**src/rtl/hazard_stall_unit_if.sv**
```systemverilog
// hazard_stall_unit_if: pipeline-to-hazard-unit signal bundle
interface hazard_stall_unit_if;
  logic        ID_Ex_MemtoReg;
  logic [4:0]  ID_Ex_rt;
  logic [4:0]  IF_ID_rs;
  logic [4:0]  IF_ID_rt;
  logic        IF_ID_UseRt;
  logic        Ex_Mem_BrTaken;
  logic        Mem_Busy;
  logic        PCWr;
  logic        IF_ID_Wr;
  logic        IF_ID_Flush;
  logic        ID_Ex_Flush;
  logic        Ex_Mem_Flush;
  logic [1:0]  state;
  logic [15:0] stall_cnt;
  logic [15:0] flush_cnt;
  logic        freeze_timeout;
  modport master (
    output ID_Ex_MemtoReg, ID_Ex_rt, IF_ID_rs, IF_ID_rt, IF_ID_UseRt, Ex_Mem_BrTaken, Mem_Busy,
    input  PCWr, IF_ID_Wr, IF_ID_Flush, ID_Ex_Flush, Ex_Mem_Flush, state, stall_cnt, flush_cnt, freeze_timeout
  );
  modport slave (
    input  ID_Ex_MemtoReg, ID_Ex_rt, IF_ID_rs, IF_ID_rt, IF_ID_UseRt, Ex_Mem_BrTaken, Mem_Busy,
    output PCWr, IF_ID_Wr, IF_ID_Flush, ID_Ex_Flush, Ex_Mem_Flush, state, stall_cnt, flush_cnt, freeze_timeout
  );
endinterface

```
**src/rtl/hazard_stall_unit.sv**
```systemverilog
// hazard_stall_unit: load-use stall, branch flush and memory freeze control with event counters
module hazard_stall_unit (
  input logic clk,
  input logic rst_n,
  hazard_stall_unit_if.slave bus
);
  typedef enum logic [1:0] {RUN = 2'b00, STALL = 2'b01, FLUSH = 2'b10, FREEZE = 2'b11} act_t;
  act_t        st, nxt;
  logic        hazard;
  logic [7:0]  frz_cnt, frz_nxt;
  logic [15:0] stall_q, flush_q;
  logic        to_q;
  // The inserted bubble has MemtoReg=0, so a load-use stall cannot repeat on its own
  assign hazard = bus.ID_Ex_MemtoReg && bus.ID_Ex_rt != 5'd0 &&
                  (bus.ID_Ex_rt == bus.IF_ID_rs || (bus.IF_ID_UseRt && bus.ID_Ex_rt == bus.IF_ID_rt));
  assign frz_nxt = nxt != FREEZE ? 8'd0 : frz_cnt == 8'hFF ? 8'hFF : frz_cnt + 8'd1;
  // Pick this cycle's action by priority and decode it into pipeline controls
  always_comb begin
    nxt = bus.Mem_Busy ? FREEZE : bus.Ex_Mem_BrTaken ? FLUSH : hazard ? STALL : RUN;
    bus.PCWr = nxt == RUN || nxt == FLUSH;
    bus.IF_ID_Wr = nxt == RUN || nxt == FLUSH;
    bus.IF_ID_Flush = nxt == FLUSH;
    bus.ID_Ex_Flush = nxt == FLUSH || nxt == STALL;
    bus.Ex_Mem_Flush = nxt == FLUSH;
  end
  // Remember the action taken for observation in the following cycle
  always_ff @(posedge clk or negedge rst_n)
    if (!rst_n) st <= RUN;
    else st <= nxt;
  // Saturating event counters and the sticky freeze watchdog
  always_ff @(posedge clk or negedge rst_n)
    if (!rst_n) begin
      stall_q <= '0;
      flush_q <= '0;
      frz_cnt <= '0;
      to_q <= 1'b0;
    end else begin
      if (nxt == STALL && stall_q != 16'hFFFF) stall_q <= stall_q + 16'd1;
      if (nxt == FLUSH && flush_q != 16'hFFFF) flush_q <= flush_q + 16'd1;
      frz_cnt <= frz_nxt;
      to_q <= to_q | (frz_nxt == 8'hFF);
    end
  assign bus.state = st;
  assign bus.stall_cnt = stall_q;
  assign bus.flush_cnt = flush_q;
  assign bus.freeze_timeout = to_q;
endmodule

```
**src/flat_wrapper.sv**
```systemverilog
// flat-port wrapper written by rule: the top's interface ports become plain ports
module hazard_stall_unit_flat 
  (clk, rst_n, bus_ID_Ex_MemtoReg, bus_ID_Ex_rt, bus_IF_ID_rs, bus_IF_ID_rt, bus_IF_ID_UseRt, bus_Ex_Mem_BrTaken, bus_Mem_Busy, bus_PCWr, bus_IF_ID_Wr, bus_IF_ID_Flush, bus_ID_Ex_Flush, bus_Ex_Mem_Flush, bus_state, bus_stall_cnt, bus_flush_cnt, bus_freeze_timeout);
  hazard_stall_unit_if bus_i ();
  input logic clk;
  input logic rst_n;
  input wire logic [$bits(bus_i.ID_Ex_MemtoReg)-1:0] bus_ID_Ex_MemtoReg;
  input wire logic [$bits(bus_i.ID_Ex_rt)-1:0] bus_ID_Ex_rt;
  input wire logic [$bits(bus_i.IF_ID_rs)-1:0] bus_IF_ID_rs;
  input wire logic [$bits(bus_i.IF_ID_rt)-1:0] bus_IF_ID_rt;
  input wire logic [$bits(bus_i.IF_ID_UseRt)-1:0] bus_IF_ID_UseRt;
  input wire logic [$bits(bus_i.Ex_Mem_BrTaken)-1:0] bus_Ex_Mem_BrTaken;
  input wire logic [$bits(bus_i.Mem_Busy)-1:0] bus_Mem_Busy;
  output wire logic [$bits(bus_i.PCWr)-1:0] bus_PCWr;
  output wire logic [$bits(bus_i.IF_ID_Wr)-1:0] bus_IF_ID_Wr;
  output wire logic [$bits(bus_i.IF_ID_Flush)-1:0] bus_IF_ID_Flush;
  output wire logic [$bits(bus_i.ID_Ex_Flush)-1:0] bus_ID_Ex_Flush;
  output wire logic [$bits(bus_i.Ex_Mem_Flush)-1:0] bus_Ex_Mem_Flush;
  output wire logic [$bits(bus_i.state)-1:0] bus_state;
  output wire logic [$bits(bus_i.stall_cnt)-1:0] bus_stall_cnt;
  output wire logic [$bits(bus_i.flush_cnt)-1:0] bus_flush_cnt;
  output wire logic [$bits(bus_i.freeze_timeout)-1:0] bus_freeze_timeout;
  assign bus_i.ID_Ex_MemtoReg = bus_ID_Ex_MemtoReg;
  assign bus_i.ID_Ex_rt = bus_ID_Ex_rt;
  assign bus_i.IF_ID_rs = bus_IF_ID_rs;
  assign bus_i.IF_ID_rt = bus_IF_ID_rt;
  assign bus_i.IF_ID_UseRt = bus_IF_ID_UseRt;
  assign bus_i.Ex_Mem_BrTaken = bus_Ex_Mem_BrTaken;
  assign bus_i.Mem_Busy = bus_Mem_Busy;
  assign bus_PCWr = bus_i.PCWr;
  assign bus_IF_ID_Wr = bus_i.IF_ID_Wr;
  assign bus_IF_ID_Flush = bus_i.IF_ID_Flush;
  assign bus_ID_Ex_Flush = bus_i.ID_Ex_Flush;
  assign bus_Ex_Mem_Flush = bus_i.Ex_Mem_Flush;
  assign bus_state = bus_i.state;
  assign bus_stall_cnt = bus_i.stall_cnt;
  assign bus_flush_cnt = bus_i.flush_cnt;
  assign bus_freeze_timeout = bus_i.freeze_timeout;
  hazard_stall_unit u_core (.clk(clk), .rst_n(rst_n), .bus(bus_i));
endmodule
```
**config.mk**
```make
export PLATFORM = sky130hd
export DESIGN_NAME = hazard_stall_unit_flat
export DESIGN_NICKNAME = d
export VERILOG_FILES = /design/src/rtl/hazard_stall_unit_if.sv /design/src/rtl/hazard_stall_unit.sv /design/src/flat_wrapper.sv
export SDC_FILE = /design/constraint.sdc
export NUM_CORES = 1
export LEC_CHECK = 0
export BUFFER_PORTS_ARGS = -buffer_cell sky130_fd_sc_hd__buf_2
export CORE_ASPECT_RATIO = 0.7
export CORE_MARGIN = 1.5
export CORE_UTILIZATION = 45
export CTS_CLUSTER_DIAMETER = 30
export DETAILED_ROUTE_END_ITERATION = 6
export PLACE_DENSITY = 0.76
export SETUP_SLACK_MARGIN = 0.05
export SYNTH_ARGS = -nofsm -noshare
export SYNTH_HDL_FRONTEND = slang
export SYNTH_SLANG_ARGS = --single-unit
```
**constraint.sdc**
```tcl
create_clock -name clk -period 5.1 [get_ports clk]
set_input_delay 0.765 -clock clk [delete_from_list [all_inputs] [get_ports clk]]
set_output_delay 0.765 -clock clk [all_outputs]
set_load 0.02 [all_outputs]
```
==> results.toml <==
[run_status]
outcome = "finished clean"

[cts]
cts_made_buffers = 5
cts_tree = "yes"
hold_buffers = 0
cts_htree_levels = 2
cts.sinks = 43
clk_pin_slew_ns = 0.09
root_buffer = "clkbuf_8"
post-cts-setup-buffers = 0
cts-resized-gates = 0
clockBufferDepth = 2
clkLatencyLatePin_ns = 0.29

[finish]
drive_gt1_share_pct = 31.0
register_area_um2 = 1080
area_delta_synth_final_pct = 20.8
nets = 294
multiInputGateArea_um2 = 1080
antenna_cells = 0
fill_cells = 442
utilization_pct = 56.3

[drt]
wl_um = 4600
drcViolationCount = 0
vias = 1743
drtIter0Drc = 61
post_drt_wl_per_cell_um = 13.5
viasPerCell = 5.13
firstDrtPassIters = 4
ant_nets = 0

[timing]
rsz0062_at_grt = "no"
period_share_pct = 58.0
fin_crit_ns = 2.96
hold_slack_ns = 0.474
fin_worst_skew_ns = 0.0104
slew_viol_final = 0
slew_headroom_pct = 36.7
setup_viol = 0
final.setup.tns_ns = 0
worst_slew_pin_slew_ns = 0.950
final.setup.worst_slack_ns = 2.14
timing.fmax_ghz = 0.338
hold_violations = 0

[synthesis]
syn-cell-area_um2 = 2220
seq_area_frac_synth_pct = 48.5
ys_ff_latch = 43
synthesis.instances = 209
syn_nets = 233
ys.flop_type = "dfrtp_1"
synth_area_leaders = "dfrtp_1 (49%), xnor2_1 (12%), xor2_1 (5.1%), nand2_1 (3.4%), nand4_1 (2.8%)"
synth_top_area_share_pct = 48.5
yosys.area.top_type = "dfrtp_1"
yosysMostFrequentCell = "dfrtp_1"
yosysUniqueCellTypes = 44
synth-warning-count = 0
yosys-top-cells-count = "dfrtp_1 (43), xnor2_1 (30), nand2_1 (20), nor2_1 (14), xor2_1 (13)"
synthArstFlopShare_pct = 100
synth_area_per_cell_um2 = 10.6
synth_edf_count = 0

[power]
ir_worst_vdd_uv = 151
power_density_nw_per_um2 = 308
p_leak_nw = 1.30

[placement]
post-place-ws_ns = 2.12
post-dp-hpwl_um = 3420
gp_congestion = 0.854
portBuffers = 60

[worst_setup_path]
crit_chain = "buf_2 > or4_1 > o211ai_1 > nand2b_1 > and2_1 > buf_2"
crit_path_end_kind = "primary output"
path_class = "in -> out"
critPathMaxStageDelay_ns = 0.52
worstSetupStartpointType = "primary input"
required_ns = 4.34
cp.arrival_ns = 2.19
path_delay_family = "simple AND/OR/NAND/NOR gates"
path_buf_inv = 2
critPathSlowestCell = "or4_1"
cp_max_fo = 3
critical-path-top-cell-by-count = "buf_2"

[global_routing]
gr-total-overflow = 0
grt_max_degree = 44
grt_usage_pct = 18.5
grt_antenna_before_repair = 0
grt_pass1_wl_um = 7520
grt_pass1_vias = 1587

[flow_run]
maxCapViolations = 0

[floorplanning]
coreArea_um2 = 4760
ioPinCount = 61
rows = 21
die_w_um = 86.9
dieArea_um2 = 5360
die_h_um = 61.7
start_util_pct = 46.6

[hold_path]
hold_path.class = "reg -> reg"
## sequential cells by signal, summed over array words and instances, names as in the netlist
register                   flops
u_core.bus.flush_cnt          16
u_core.bus.freeze_timeout      1
u_core.bus.stall_cnt          16
u_core.bus.state               2
u_core.frz_cnt                 8
## routing by layer
metal	vias to the layer above	track usage, %	wire, um
met2	46	30.7	2140
met5	-	0	0
met3	4	5.42	259
li1	853	-	-
met1	840	24.3	2160
met4	0	4.84	38
## layout make-up
type | count | share of cell area [%]
clock inverter | 3 | 1.63
tap | 69 | 3.22
clock buffer | 5 | 2.57
inverter | 7 | 0.981
timing repair buffer | 60 | 11.2
multi-input combinational | 153 | 40.2
sequential | 43 | 40.2
## power breakdown
part	total [mW]	internal, mW	switching [mW]
combinational	0.152	0.0614	0.0902
sequential	0.407	0.370	0.0367
clock	0.267	0.146	0.121
total	0.826	0.578	0.248
## per-stage QoR
stage                     instances  cell area [um^2]  power (mW)
final                           340              2680       0.826
after global routing            340              2680       0.868
after CTS                       340              2680       0.834
after detailed placement        332              2570       0.567
after global placement          332              2570       0.563
after floorplan                 209              2220       0.504
## worst paths after layout
check,start,endpoint,slack [ns],cells after the start
worst max-delay path,bus_ID_Ex_rt[0],bus_PCWr,2.14,6
worst min-delay path,u_core.bus.freeze_timeout,u_core.bus.freeze_timeout,0.47,1
worst max register to register,u_core.bus.stall_cnt[0],u_core.bus.stall_cnt[13],3.00,7
worst min register to register,u_core.bus.freeze_timeout,u_core.bus.freeze_timeout,0.47,1
max in group asynchronous,rst_n,u_core.bus.stall_cnt[15],3.89,1
min in group asynchronous,rst_n,u_core.bus.flush_cnt[8],0.61,1
## cell families (layout without fill, tap and decap cells)
kind of cell / count (synthesis) / after routing / share of synthesized area [%]
xor+xnor: 43 / 43 / 17.0
buf+inv: 13 / 75 / 2.88
fa+ha+maj: 3 / 3 / 1.69
mux: 3 / 3 / 1.47
simple gates: 86 / 86 / 22.5
compound gates: 18 / 18 / 5.98
flops: 43 / 43 / 48.5
## layout by cell type (no fill, tap or decap), types with 6 or more instances in the layout
cell	instances
a21oi_1	7
buf_2	60
dfrtp_1	43
nand2_1	20
nand3_1	12
nand4_1	10
nor2_1	14
nor4_1	6
xnor2_1	30
xor2_1	13
## worst register-to-register path: cells and delay by family, from the launching register on
family	cells	cell delay, ns
and+or+nand+nor	4	0.86
DFF	1	0.42
xor gates and xnor gates	1	0.18
AOI/OAI and AO/OA	1	0.32
adders and majority gates	1	0.26
(Power assumes the default switching activity.)
